--- config.mk ---
export PLATFORM = sky130hd
export DESIGN_NAME = procik_regbank
export DESIGN_NICKNAME = d
export VERILOG_FILES = /design/src/rtl/procik_pkg.sv /design/src/rtl/procik_regop.sv /design/src/rtl/procik_regbank.sv
export SDC_FILE = /design/constraint.sdc
export NUM_CORES = 1
export LEC_CHECK = 0
export ABC_AREA = 1
export CORE_UTILIZATION = 56
export CTS_BUF_LIST = sky130_fd_sc_hd__clkbuf_8
export CTS_CLUSTER_DIAMETER = 40
export CTS_CLUSTER_SIZE = 40
export DETAILED_ROUTE_END_ITERATION = 8
export PLACE_DENSITY = 0.88
export SLEW_MARGIN = 40
export SYNTH_ARGS = -nofsm -noshare
export SYNTH_HDL_FRONTEND = slang
export SYNTH_HIERARCHICAL = 1
export SYNTH_SLANG_ARGS = --single-unit
--- constraint.sdc ---
create_clock -name clk -period 5.3 [get_ports clk]
set_input_delay 1.06 -clock clk [delete_from_list [all_inputs] [get_ports clk]]
set_output_delay 1.06 -clock clk [all_outputs]
set_load 0.01 [all_outputs]
--- src/rtl/procik_pkg.sv ---
// procik_pkg: definitions shared by the procik-x1 datapath blocks.
//   N_DEFAULT / S_DEFAULT : default register width / register select width
//   op_t                  : 2-bit register operation code (regbank, control unit)
//   OP_LOAD/INC/DEC/CLR   : op_t encodings
package procik_pkg;

    localparam int N_DEFAULT = 8;
    localparam int S_DEFAULT = 3;

    typedef logic [1:0] op_t;

    localparam op_t OP_LOAD = 2'b00;
    localparam op_t OP_INC  = 2'b01;
    localparam op_t OP_DEC  = 2'b10;
    localparam op_t OP_CLR  = 2'b11;

endpackage

--- src/rtl/procik_regop.sv ---
// procik_regop: combinational register operation unit.
//   op   in  : operation (LOAD/INC/DEC/CLR)
//   cur  in  : current register value
//   din  in  : LOAD operand
//   res  out : new register value
//   c    out : carry (INC wrap to 0) / borrow (DEC wrap to all-ones)
//   z    out : res == 0
module procik_regop
    import procik_pkg::*;
#(
    parameter int N = N_DEFAULT
) (
    input  op_t          op,
    input  logic [N-1:0] cur,
    input  logic [N-1:0] din,
    output logic [N-1:0] res,
    output logic         c,
    output logic         z
);

    always_comb begin
        res = cur;
        c   = 1'b0;
        case (op)
            OP_LOAD: res = din;
            // Extra top bit of the N+1-bit sum/difference is the carry/borrow.
            OP_INC:  {c, res} = {1'b0, cur} + (N+1)'(1);
            OP_DEC:  {c, res} = {1'b0, cur} - (N+1)'(1);
            OP_CLR:  res = '0;
            default: res = cur;
        endcase
    end

    assign z = (res == '0);

endmodule

--- src/rtl/procik_regbank.sv ---
// procik_regbank: 8-entry x N-bit register bank feeding the 8-way operand mux.
//   clk, rst_n          : clock (rising edge), async active-low reset
//   wr_en/wr_op/wr_addr/wr_data : one register operation per cycle
//   rd_req/rd_addr      : capture mux select
//   q0..q7              : register contents (mux data1..data8)
//   sel, sel_valid      : registered mux select, one-cycle pulse per request
//   flag_z, flag_c      : zero / carry of the last executed write
// Optional: define PROCIK_REGBANK_R0_ZERO_EN to hardwire register 0 to zero
// (writes to index 0 are dropped, flags included).
module procik_regbank
    import procik_pkg::*;
#(
    parameter int N = N_DEFAULT,
    parameter int S = S_DEFAULT
) (
    input  logic         clk,
    input  logic         rst_n,
    input  logic         wr_en,
    input  op_t          wr_op,
    input  logic [S-1:0] wr_addr,
    input  logic [N-1:0] wr_data,
    input  logic         rd_req,
    input  logic [S-1:0] rd_addr,
    output logic [N-1:0] q0,
    output logic [N-1:0] q1,
    output logic [N-1:0] q2,
    output logic [N-1:0] q3,
    output logic [N-1:0] q4,
    output logic [N-1:0] q5,
    output logic [N-1:0] q6,
    output logic [N-1:0] q7,
    output logic [S-1:0] sel,
    output logic         sel_valid,
    output logic         flag_z,
    output logic         flag_c
);

    localparam int NREG = 1 << S;

    logic [NREG-1:0][N-1:0] rf;
    logic [N-1:0]           res;
    logic                   res_c;
    logic                   res_z;
    logic                   wr_exec;

    procik_regop #(.N(N)) u_regop (
        .op  (wr_op),
        .cur (rf[wr_addr]),
        .din (wr_data),
        .res (res),
        .c   (res_c),
        .z   (res_z)
    );

`ifdef PROCIK_REGBANK_R0_ZERO_EN
    // Index 0 is read-only zero: drop the whole write, flags included.
    assign wr_exec = wr_en && (wr_addr != '0);
`else
    assign wr_exec = wr_en;
`endif

    always_ff @(posedge clk or negedge rst_n) begin
        if (!rst_n) begin
            rf <= '0;
        end else if (wr_exec) begin
            for (int i = 0; i < NREG; i++)
                if (wr_addr == S'(i)) rf[i] <= res;
        end
    end

    always_ff @(posedge clk or negedge rst_n) begin
        if (!rst_n) begin
            flag_z <= 1'b0;
            flag_c <= 1'b0;
        end else if (wr_exec) begin
            flag_z <= res_z;
            flag_c <= res_c;
        end
    end

    // Select updates on the same edge as the write, so a same-index
    // read/write presents the new value without a bypass.
    always_ff @(posedge clk or negedge rst_n) begin
        if (!rst_n) begin
            sel       <= '0;
            sel_valid <= 1'b0;
        end else begin
            sel_valid <= rd_req;
            if (rd_req) sel <= rd_addr;
        end
    end

`ifdef PROCIK_REGBANK_R0_ZERO_EN
    assign q0 = '0;
`else
    assign q0 = rf[0];
`endif
    assign q1 = rf[1];
    assign q2 = rf[2];
    assign q3 = rf[3];
    assign q4 = rf[4];
    assign q5 = rf[5];
    assign q6 = rf[6];
    assign q7 = rf[7];

endmodule
==> impl_metrics.yaml <==
timing:
  finClkSkew_ns: 0.0133
  grt_setup_unrepaired: "false"
  layout_min_cycle_time_ns: 3.85
  fmax_mhz: 260
  max_slew_margin: 0.631
  setup_ws_ns: 1.45
  fin_crit_sh: 0.726
  setup-violations-final: 0
  final_max_slew_viol_count: 0
  whs_ns: 0.489
  worstMarginPinSlew_ns: 0.553
  hold_viol_final: 0
  totalNegativeSetupSlack_ns: 0
placed_design:
  dp_cells: 718
  hpwl_um: 8300
  place_congestion: 0.934
  portBuffers: 89
  dp_slack_ns: 1.17
global_route:
  grt_usage: 0.342
  overflow: 0
  grt_max_degree: 46
  grt_pass1_wl_um: 19100
  antenna_found_initial: 0
  grt_pass1_vias: 3689
logic_synthesis:
  synth.area.top_cells: "dfrtp_1 (44%), nand2_1 (26%), o21ai_0 (8.2%)"
  avgSynthCellArea_um2: 7.18
  synth_flop_cell: "dfrtp_1"
  synthCells: 551
  synth_cell_type_count: 31
  synth.yosys.seq_area_share: 0.442
  synth_nets: 576
  async_flop_share: 1.00
  yosys.area.top_type: "dfrtp_1"
  syn_area_mm2: 0.00396
  synth-edff-count: 0
  yosysWarnings: 6
  yosys.area.top_type_share: 0.442
  synth_seq_cells: 70
routing:
  via_count: 3970
  post_drt_wl_per_cell_um: 16.2
  drtIter0Drc: 369
  drt-vias-per-instance: 5.41
  ant_nets: 0
  first_pass_iters: 7
  routed_wl_um: 11900
  drcViolationCount: 0
cells_and_area:
  fillers: 544
  antennaDiodeCount: 0
  nets: 658
  drive_above_1_share: 0.0784
  ff_latch_area_mm2: 0.00175
  final_cells: 734
  multi_input_area_mm2: 0.00187
  syn_to_final_growth_pct: 28.5
cts:
  clk_latency_ns: 0.36
  cts_buffer_depth: 2
  htreeDepth: 3
  postCtsSetupRepairBufs: 0
  cts_made_buffers: 9
  clock-root-buffer: "clkbuf_8"
  cts_tree: "built"
  cts-resized-gates: 0
  clkSinkCount: 70
  cts_hold_buffers: 0
  clkTransAtPathRegs_ns: 0.09
critical_path:
  rr_worst_depth: 16
  crit_arrival_ns: 4.07
  crit_path_end_kind: "flop"
  critPathMaxFanout: 36
  worst_setup_path_start_kind: "primary input"
  crit_type: "primary input to flop"
  worstPathRequired_ns: 5.52
floorplan:
  start_util: 0.583
  ios: 90
  dieArea_mm2: 0.00741
  core_mm2: 0.00679
  die_w_um: 86.1
  rows: 30
  fp.dieH_um: 86.1
run:
  maxCapViolCount: 0
power:
  irDropWorstVdd_mv: 0.350
  total_power_mw: 2.04
  p_leak_nw: 2.55
  p_per_area_mw_per_mm2: 401
run_status:
  status: "complete, no violations"
hold_path:
  hold_depth: 2
  hp-class: "flop to flop"
==> report_power, final <==
part           total [mW]  switching, mW  internal [mW]
Combinational       0.726          0.386          0.340
Clock               0.545          0.229          0.315
Sequential          0.772          0.119          0.653
==> synth_stat cells (2+ instances only) <==
cell and n:
nand3_2 3, buf_4 2, nand4_1 2, o21ai_0 65
nor2_2 3, or2_1 4, o21ai_1 6, dfrtp_1 70
buf_6 8, nand2_2 8, inv_2 3, ha_1 5
o21ai_2 2, buf_2 11, inv_1 41, nand3_1 18
nor2_1 12, mux2_2 3, nand2_1 273
==> sequential cells by signal (all words and copies together), names as in the netlist <==
register   cells
q0             8
q1             8
q2             8
q3             8
q4             8
q5             8
q6             8
q7             8
sel            3
flag_c         1
flag_z         1
sel_valid      1
==> area by class of cell <==
| class | instances | area share |
|---|---|---|
| clock inverter | 7 | 0.0239 |
| clock buffer | 9 | 0.0243 |
| tap | 96 | 0.0236 |
| inverter | 46 | 0.0347 |
| multi-input combinational | 413 | 0.367 |
| timing repair buffer | 93 | 0.182 |
| sequential | 70 | 0.344 |
==> cells by family (layout without fill, tap and decap cells) <==
group                      count (synthesis)  in the layout  synth area share
buffers and inverters                     68            155            0.0860
AOI/OAI and AO/OA                         77             77             0.102
adders and majority gates                  5              5            0.0158
DFF                                       70             70             0.442
muxes                                      3              3           0.00853
and+or+nand+nor                          328            328             0.345
==> through the flow <==
stage | cell area, um2 | utilization
6_report | 5090 | 0.749
5_1_grt | 5090 | 0.749
4_1_cts | 5090 | 0.749
3_5_place_dp | 4840 | 0.713
3_3_place_gp | 4820 | 0.710
2_1_floorplan | 3960 | -
==> placed cells by master (no fill, tap or decap), types with 2 or more instances in the layout <==
cell type          n
nand2_1          273
clkdlybuf4s50_1   88
dfrtp_1           70
o21ai_0           65
inv_1             41
nand3_1           18
nor2_1            12
clkbuf_8           9
nand2_2            8
o21ai_1            6
ha_1               5
or2_1              4
inv_2              3
nor2_2             3
mux2_2             3
bufinv_16          3
buf_4              3
nand3_2            3
clkinv_4           2
clkinv_2           2
nand4_1            2
o21ai_2            2
==> metal layers <==
metal  track usage  wire length [um]
met5             0                 0
met4         0.148               401
met3        0.0481               877
met2         0.535              5580
met1         0.478              5050
==> path summary, 6_finish.rpt <==
path,endpoint,startpoint,slack [ns]
setup reg to reg,q6[6],q3[0],2.84
min in group asynchronous,sel[0],rst_n,0.69
hold / removal,flag_z,flag_z,0.49
max in group asynchronous,q7[7],rst_n,4.06
setup / recovery,q6[6],wr_addr[0],1.45
hold reg to reg,flag_z,flag_z,0.49
==> critical path: stages <==
cell and delay, ns:
clkdlybuf4s50_1 0.45, buf_4 0.36, inv_4 0.24, nand2_1 0.13
nand2_1 0.06, nand2_1 0.07, nand2_1 0.05, nand2_1 0.08
nand2_1 0.14, inv_1 0.13, ha_1 0.24, nand2_2 0.09
o21bai_1 0.14, nand4_1 0.15, nand2_1 0.12, inv_1 0.06
inv_1 0.30, o21ai_0 0.18
No activity file was read; power rests on OpenSTA's default activity.
